`src/rtl/mem_arb_pkg.sv`:
```
// Shared types and constants for the unified-memory arbiter (mem_arbiter).
package mem_arb_pkg;

    typedef enum logic [1:0] {
        IDLE  = 2'd0,
        ISSUE = 2'd1,
        WAIT  = 2'd2,
        DONE  = 2'd3
    } state_e;

    localparam logic       OWN_I   = 1'b0;
    localparam logic       OWN_D   = 1'b1;
    localparam logic [3:0] BE_FULL = 4'hF;

    // Wide enough for MEM_LAT-1 with MEM_LAT up to 7.
    localparam int LAT_W = 3;

    function automatic logic [31:0] sat_inc32(input logic [31:0] v, input logic en);
        return (en && (v != 32'hFFFF_FFFF)) ? v + 32'd1 : v;
    endfunction

endpackage

```
`src/rtl/mem_arbiter_arb_prio.sv`:
```
// Fetch/data priority select for mem_arbiter: data wins on conflict until the
// fetch port has been passed over STARVE_MAX times in a row.
module arb_prio
    import mem_arb_pkg::*;
#(
    parameter int STARVE_MAX = 4
) (
    input  logic clk_i,
    input  logic rst_ni,
    input  logic i_req_i,
    input  logic d_req_i,
    input  logic arb_en_i,
    output logic owner_o
);

    localparam int            SW         = $clog2(STARVE_MAX + 1);
    localparam logic [SW-1:0] STARVE_LIM = SW'(STARVE_MAX);

    logic [SW-1:0] starve_q;
    logic [SW-1:0] starve_d;
    logic          i_forced;

    always_comb begin
        i_forced = i_req_i && (starve_q == STARVE_LIM);
        owner_o  = (d_req_i && !i_forced) ? OWN_D : OWN_I;
        starve_d = starve_q;
        // Only D wins that leave a fetch waiting count towards starvation.
        if (arb_en_i && (i_req_i || d_req_i)) begin
            if (owner_o == OWN_I) begin
                starve_d = '0;
            end else if (i_req_i && (starve_q != STARVE_LIM)) begin
                starve_d = starve_q + 1'b1;
            end
        end
    end

    always_ff @(posedge clk_i or negedge rst_ni) begin
        if (!rst_ni) begin
            starve_q <= '0;
        end else begin
            starve_q <= starve_d;
        end
    end

endmodule

```
`src/rtl/mem_arbiter.sv`:
```
// Arbiter sharing one fixed-latency single-port memory between fetch (I) and
// data (D) ports. Optional performance counters: define MEM_ARB_PERF_EN.
module mem_arbiter
    import mem_arb_pkg::*;
#(
    parameter int AW         = 32,
    parameter int DW         = 32,
    parameter int MEM_LAT    = 2,
    parameter int STARVE_MAX = 4
) (
    input  logic          clk,
    input  logic          rst,
    input  logic          i_req,
    input  logic [AW-1:0] i_addr,
    output logic          i_ack,
    output logic [DW-1:0] i_rdata,
    input  logic          d_req,
    input  logic          d_we,
    input  logic [AW-1:0] d_addr,
    input  logic [DW-1:0] d_wdata,
    input  logic [3:0]    d_be,
    output logic          d_ack,
    output logic [DW-1:0] d_rdata,
    output logic          stall_if,
    output logic          stall_mem,
    output logic          mem_en,
    output logic          mem_we,
    output logic [AW-1:0] mem_addr,
    output logic [DW-1:0] mem_wdata,
    output logic [3:0]    mem_be,
    input  logic [DW-1:0] mem_rdata
`ifdef MEM_ARB_PERF_EN
    ,
    output logic [31:0]   perf_conflicts,
    output logic [31:0]   perf_i_wait,
    output logic [31:0]   perf_d_wait
`endif
);

    localparam logic [LAT_W-1:0] LAT_INIT = LAT_W'(MEM_LAT - 1);

    state_e           state_q, state_d;
    logic [LAT_W-1:0] lat_q, lat_d;
    logic             owner_q;
    logic             we_q;
    logic [AW-1:0]    addr_q;
    logic [DW-1:0]    wdata_q;
    logic [3:0]       be_q;
    logic             arb_owner;
    logic             grant;

    assign grant = (state_q == IDLE) && (i_req || d_req);

    arb_prio #(
        .STARVE_MAX(STARVE_MAX)
    ) u_prio (
        .clk_i   (clk),
        .rst_ni  (rst),
        .i_req_i (i_req),
        .d_req_i (d_req),
        .arb_en_i(state_q == IDLE),
        .owner_o (arb_owner)
    );

    always_comb begin
        state_d = state_q;
        lat_d   = lat_q;
        case (state_q)
            IDLE: begin
                if (i_req || d_req) state_d = ISSUE;
            end
            ISSUE: begin
                if (we_q) begin
                    state_d = DONE;
                end else begin
                    lat_d   = LAT_INIT;
                    state_d = (MEM_LAT > 1) ? WAIT : DONE;
                end
            end
            WAIT: begin
                if (lat_q == '0) state_d = DONE;
                else             lat_d   = lat_q - 1'b1;
            end
            DONE:    state_d = IDLE;
            default: state_d = IDLE;
        endcase
    end

    always_ff @(posedge clk or negedge rst) begin
        if (!rst) begin
            state_q <= IDLE;
            lat_q   <= '0;
        end else begin
            state_q <= state_d;
            lat_q   <= lat_d;
        end
    end

    // Request fields are frozen at grant; all outputs are gated by state, so
    // these need no reset.
    always_ff @(posedge clk) begin
        if (grant) begin
            owner_q <= arb_owner;
            if (arb_owner == OWN_D) begin
                we_q    <= d_we;
                addr_q  <= d_addr;
                wdata_q <= d_wdata;
                be_q    <= d_be;
            end else begin
                we_q    <= 1'b0;
                addr_q  <= i_addr;
                wdata_q <= '0;
                be_q    <= BE_FULL;
            end
        end
    end

    always_comb begin
        mem_en    = 1'b0;
        mem_we    = 1'b0;
        mem_addr  = '0;
        mem_wdata = '0;
        mem_be    = '0;
        i_ack     = 1'b0;
        d_ack     = 1'b0;
        i_rdata   = '0;
        d_rdata   = '0;
        if (state_q == ISSUE) begin
            mem_en    = 1'b1;
            mem_we    = we_q;
            mem_addr  = addr_q;
            mem_wdata = wdata_q;
            mem_be    = be_q;
        end
        if (state_q == DONE) begin
            if (owner_q == OWN_I) begin
                i_ack   = 1'b1;
                i_rdata = mem_rdata;
            end else begin
                d_ack   = 1'b1;
                d_rdata = we_q ? '0 : mem_rdata;
            end
        end
    end

    assign stall_if  = i_req & ~i_ack;
    assign stall_mem = d_req & ~d_ack;

`ifdef MEM_ARB_PERF_EN
    logic [31:0] perf_conf_q, perf_iw_q, perf_dw_q;

    always_ff @(posedge clk or negedge rst) begin
        if (!rst) begin
            perf_conf_q <= '0;
            perf_iw_q   <= '0;
            perf_dw_q   <= '0;
        end else begin
            perf_conf_q <= sat_inc32(perf_conf_q, (state_q == IDLE) && i_req && d_req);
            perf_iw_q   <= sat_inc32(perf_iw_q, stall_if);
            perf_dw_q   <= sat_inc32(perf_dw_q, stall_mem);
        end
    end

    assign perf_conflicts = perf_conf_q;
    assign perf_i_wait    = perf_iw_q;
    assign perf_d_wait    = perf_dw_q;
`endif

endmodule

```
`config.mk`:
```
export PLATFORM = sky130hd
export DESIGN_NAME = mem_arbiter
export DESIGN_NICKNAME = d
export VERILOG_FILES = /design/src/rtl/mem_arb_pkg.sv /design/src/rtl/mem_arbiter_arb_prio.sv /design/src/rtl/mem_arbiter.sv
export SDC_FILE = /design/constraint.sdc
export NUM_CORES = 1
export LEC_CHECK = 0
export CORE_MARGIN = 1
export CORE_UTILIZATION = 38
export CTS_BUF_LIST = sky130_fd_sc_hd__clkbuf_4
export DETAILED_ROUTE_END_ITERATION = 12
export MAX_ROUTING_LAYER = met4
export PLACE_DENSITY = 0.81
export SLEW_MARGIN = 25
export SYNTH_ARGS = -nofsm -noshare
export SYNTH_HDL_FRONTEND = slang
export SYNTH_SLANG_ARGS = --single-unit
export TNS_END_PERCENT = 100
```
`constraint.sdc`:
```
create_clock -name clk -period 5.55 [get_ports clk]
set_input_delay 1.11 -clock clk [delete_from_list [all_inputs] [get_ports clk]]
set_output_delay 1.11 -clock clk [all_outputs]
set_load 0.02 [all_outputs]
```
-- Word level (Yosys, flattened, before mapping)
Index checks and enable logic that the tools add are counted.
- add/sub/neg operators: 2
- equal/unequal tests: 10
- muxes and demuxes: 25
- bitwise gates (word level): 4
- reductions and logical operators: 12
- operator list (cell ; number):
    two-way mux 32 bit ; 8
    two-way mux 3 bit ; 4
    two-way mux 1 bit ; 8
    != test 2 bit, second input constant ; 4
    one-hot mux 2 bit (4 select lines) ; 1
    one-hot mux 3 bit (2 select lines) ; 1
    == test 2 bit, second input constant ; 2
    logical AND 1 bit ; 4
    two-way mux 2 bit ; 2
    two-way mux 4 bit ; 1
    AND reduction 2 bit ; 2
    adder 3 x 1 -> 3 bit, second input constant ; 1
    == test 3 bit, second input constant ; 1
    zero test 3 bit ; 1
    != test 3 bit, second input constant ; 1
    AND reduction 3 bit ; 1
    subtractor 3 x 1 -> 3 bit, second input constant ; 1
    bitwise AND 1 bit ; 2
    == test 2 x 1 -> 1 bit, second input constant ; 1
    zero test 2 bit ; 1
    != test 2 x 1 -> 1 bit, second input constant ; 1
    NOT 1 bit ; 2
    nonzero test 2 bit ; 1
    zero test 1 bit ; 1
    logical OR 1 bit ; 1
- flip-flop bits (word level): 78
- input bits: 137
- output and inout port bits: 138
- logic and storage cells: 61

-- Logic depth before layout (Yosys ltp)
- word-level depth: 7
- mapped depth: 6
- mapped depth without buffers: 6

-- By module
A second synthesis with hierarchy kept.
- cell total of the unflattened synthesis: 357
- area total of the unflattened synthesis: 4227.8 µm²
- modules (own cells, without submodules) (module ; times used ; cells an instance ; area an instance (µm²) ; seq. area each (µm²)):
    mem_arbiter ; 1 ; 337 ; 4027.6 ; 2227.1
    arb_prio ; 1 ; 20 ; 200.2 ; 75.1

-- Worst setup path after synthesis
No wires, ideal clock.
- path kind: input to register
- start point: in i_req
- end point: reg addr_q[0], enable pin
- library setup time: 506 ps
- data arrival time: 4245 ps
- data required time: 5044 ps
- setup slack: 799 ps
- cell stages on the path: 2
- path through: nor2_1 > nor2b_1
- word-level cells in the longest chain between the ends: 2
- RTL lines (element ; line ; source):
    from (decl) ; mem_arbiter.sv:13 ; input logic i_req,
    logical OR 1 bit ; mem_arbiter.sv:52 ; assign grant = (state_q == IDLE) && (i_req || d_req);
    logical AND 1 bit ; mem_arbiter.sv:52 ;
    via grant ; mem_arbiter.sv:50 ; logic grant;
    to (signal assigned) ; mem_arbiter.sv:106 ; addr_q <= d_addr;
    to (signal assigned) ; mem_arbiter.sv:111 ; addr_q <= i_addr;
    to (decl) ; mem_arbiter.sv:46 ; logic [AW-1:0] addr_q;
The timed path passes the listed nets, and every way through them passes these cells.
A chain may end at the register's enable or synchronous reset.

-- Worst setup path in the final report
- start point: reg state_q[0]
- end point: out d_rdata[16]
- word-level cells in the longest chain between the ends: 2
- RTL lines (element ; line ; source):
    from (decl) ; mem_arbiter.sv:42 ; state_e state_q, state_d;
    from (signal assigned) ; mem_arbiter.sv:94 ; state_q <= state_d;
    == test 2 bit ; mem_arbiter.sv:135 ; if (state_q == DONE) begin
    two-way mux 32 bit ; mem_arbiter.sv:135 ;
    to (decl) ; mem_arbiter.sv:23 ; output logic [DW-1:0] d_rdata,
No other way between the ends.

==> results.py <==
metrics = {
    "cts": {
        "cts_tree": "yes",
        "cts-root-buf": "clkbuf_4",
        "ctsHoldBuffers": 0,
        "cts_resized": 0,
        "clk_pin_slew_ns": 0.12,
        "cts.sinks": 78,
        "cts_buffers": 9,
        "clockBufferDepth": 2,
        "clk_latency_ns": 0.42,
        "cts-htree-levels": 3,
        "post_cts_buffers": 0,
    },
    "die": {
        "core_region_area_um2": 11030,
        "io_pins": 275,
        "row_count": 38,
        "die_h_um": 109.2,
        "start_util": 0.3959,
        "die_area_um2": 11920,
        "die_x_um": 109.2,
    },
    "worst_setup_path": {
        "reg2reg_from": "state_q[0]",
        "endpoint_kind": "output port",
        "arrival_ns": 2.78,
        "cp_max_fo": 32,
        "critPathKind": "register to output port",
        "crit_path_start": "state_q[0]",
        "crit_required_ns": 4.44,
        "cpMostUsedCell": "and2_1",
        "startpoint_type": "register",
        "cp_slowest_stage_delay_ns": 0.65,
        "cp_slowest_cell": "and2b_1",
        "crit_chain": "ha_1 -> and2_1 -> and2b_1 -> and2_1 -> clkdlybuf4s50_1",
    },
    "place": {
        "dp_hpwl_mm": 9.683,
        "dp.cells": 753,
        "gp_congestion": 0.8424,
        "port-buffer-count": 274,
    },
    "global_route": {
        "grt_pass1_wl_mm": 18.60,
        "grt_max_degree": 72,
        "grtUsageTotal": 0.2168,
        "grt_pass1_vias": 3694,
        "overflow": 0,
        "antenna_found_initial": 0,
    },
    "final_layout": {
        "instances_no_fill": 769,
        "layout-drive-gt1-share": 0.09221,
        "nets": 769,
        "area_growth_pct": 68.22,
        "diodes": 0,
    },
    "yosys": {
        "yosys.cell_types.count": 34,
        "yosysWarnings": 0,
        "syn_area_um2": 4367,
        "netlist_top_cells_count": "and2_1 (133), edfxtp_1 (70), and3_1 (33)",
        "synth_top_cell_by_area": "edfxtp_1",
        "synth_ff_type": "edfxtp_1",
        "async_reset_ff_frac": 0.1026,
        "synth_area_leaders": "edfxtp_1 (48%), and2_1 (19%), mux2_4 (10%)",
        "synth_cells": 360,
        "seq_area_frac_synth": 0.5272,
        "ys_seq_elements": 78,
        "synth_area_per_cell_um2": 12.13,
        "synth_nets": 505,
        "synth_edf_count": 70,
        "yosysTopAreaCellShare": 0.4814,
        "synth.most_common_cell": "and2_1",
    },
    "routing": {
        "drc_errors": 0,
        "drtIter0Drc": 151,
        "routed_wl_mm": 12.54,
        "first_pass_iters": 5,
        "vias": 3613,
        "via_per_inst": 4.698,
        "drtAntennaViolNets": 0,
        "wl_per_cell_um": 16.31,
    },
    "power_and_ir_drop": {
        "power_frac_comb": 0.545,
        "power.density_nw_per_um2": 368.7,
        "swShare": 0.3767,
        "p_int_mw": 1.688,
        "ir_drop_v": 0.0002003,
        "clkPwrFrac": 0.130,
        "seqPwrFrac": 0.325,
        "power.switching_mw": 1.020,
        "p_leak_nw": 2.851,
    },
    "worst_hold_path": {
        "hold_class": "register to register",
        "hold_path_startpoint": "u_prio.starve_q[1]",
    },
    "timing": {
        "finalMaxSlewViolations": 0,
        "relSlewSlack": 0.3438,
        "rsz0062_at_grt": "false",
        "setup_viol": 0,
        "timing.final.crit_share": 0.7017,
        "final.min_clock_period_ns": 3.894,
        "max_freq_mhz": 256.8,
        "finalSetupTns_ns": 0,
        "tightest_slew_ns": 0.9822,
        "finalHoldViolCount": 0,
        "fin_skew_ns": 0.01676,
    },
    "run_status": {
        "status": "finished, final reports clean",
    },
    "run": {
        "max-cap-violations": 0,
    },
}
[cell usage in the layout (no fill, tap or decap), drive strengths merged, types with 5 or more instances in the layout]
cell | netlist | routed
dfrtp | 8 | 8
edfxtp | 70 | 70
mux2 | 33 | 33
nand2 | 7 | 7
clkbuf | 20 | 10
and3 | 33 | 33
ha | 8 | 8
o21ai | 7 | 7
nand2b | 5 | 5
inv | 10 | 11
and2 | 133 | 133
clkdlybuf4s50 | 0 | 274
[worst max-delay path, delay by kind of cell, from the launching register on]
family	cells	cell delay (ns)
adders and majority gates	1	0.19
buffers and inverters	1	0.61
DFF	1	0.48
and+or+nand+nor	3	1.08
[power by group through the flow]
| stage | clock network (mW) | logic [mW] | registers, mW |
|---|---|---|---|
| after detailed placement | 0 | 1.48 | 0.893 |
| final | 0.351 | 1.48 | 0.881 |
| after floorplan | 0 | 0.794 | 0.893 |
| after global placement | 0 | 1.45 | 0.884 |
| after global routing | 0.383 | 1.58 | 0.896 |
| after CTS | 0.362 | 1.49 | 0.880 |
[metal layers]
metal  up-vias  global-route usage  share of wire  wire length [um]
met5         -                   -              0                 0
met4         0             0.06190          0.011               142
met3        13             0.04842          0.067               838
met2       146              0.3774           0.51              6423
met1      1697              0.2499           0.41              5138
li1       1757                   -              -                 -
[final timing paths]
kind	slack, ns	cells past startpoint	to
worst max-delay path	1.66	5	d_rdata[16]
worst min-delay path	0.54	2	u_prio.starve_q[1]
worst max register to register	3.14	4	wdata_q[23]
worst min register to register	0.54	2	u_prio.starve_q[1]
max in group asynchronous	4.28	1	state_q[1]
min in group asynchronous	0.98	1	lat_q[0]
[flip-flops by register name, summed over array words and instances (netlist names)]
| signal | count |
|---|---|
| owner_q | 1 |
| wdata_q | 32 |
| we_q | 1 |
| u_prio.starve_q | 3 |
| state_q | 2 |
| addr_q | 32 |
| lat_q | 3 |
| be_q | 4 |
[area by class of cell]
type	count	area, um^2
sequential	78	2302
inverter	10	37.54
clock inverter	6	71.32
tap	140	175.2
fill	814	3685
multi-input combinational	248	1907
clock buffer	10	75.07
timing repair buffer	277	2778
[cells by family after synthesis]
| family | share of synthesized area |
|---|---|
| flip-flops | 0.5272 |
| adder cells (fa/ha/maj) | 0.02292 |
| AO/OA/AOI/OAI | 0.02178 |
| AND/OR/NAND/NOR | 0.2765 |
| buffers and inverters | 0.04069 |
| multiplexers | 0.1109 |
[metrics by stage]
stage	total power [mW]	hold WS [ns]	worst slack, ns	instance area [um^2]	utilization
floorplan	1.688	0.4742	0.7991	4367	-
global placement	2.333	0.4908	1.730	7189	0.6518
detailed placement	2.374	0.5064	1.683	7189	0.6518
CTS	2.731	0.5347	1.582	7336	0.6650
global route	2.863	0.5901	1.432	7346	0.6659
finish	2.708	0.5355	1.656	7346	0.6659
(Power assumes the default switching activity.)
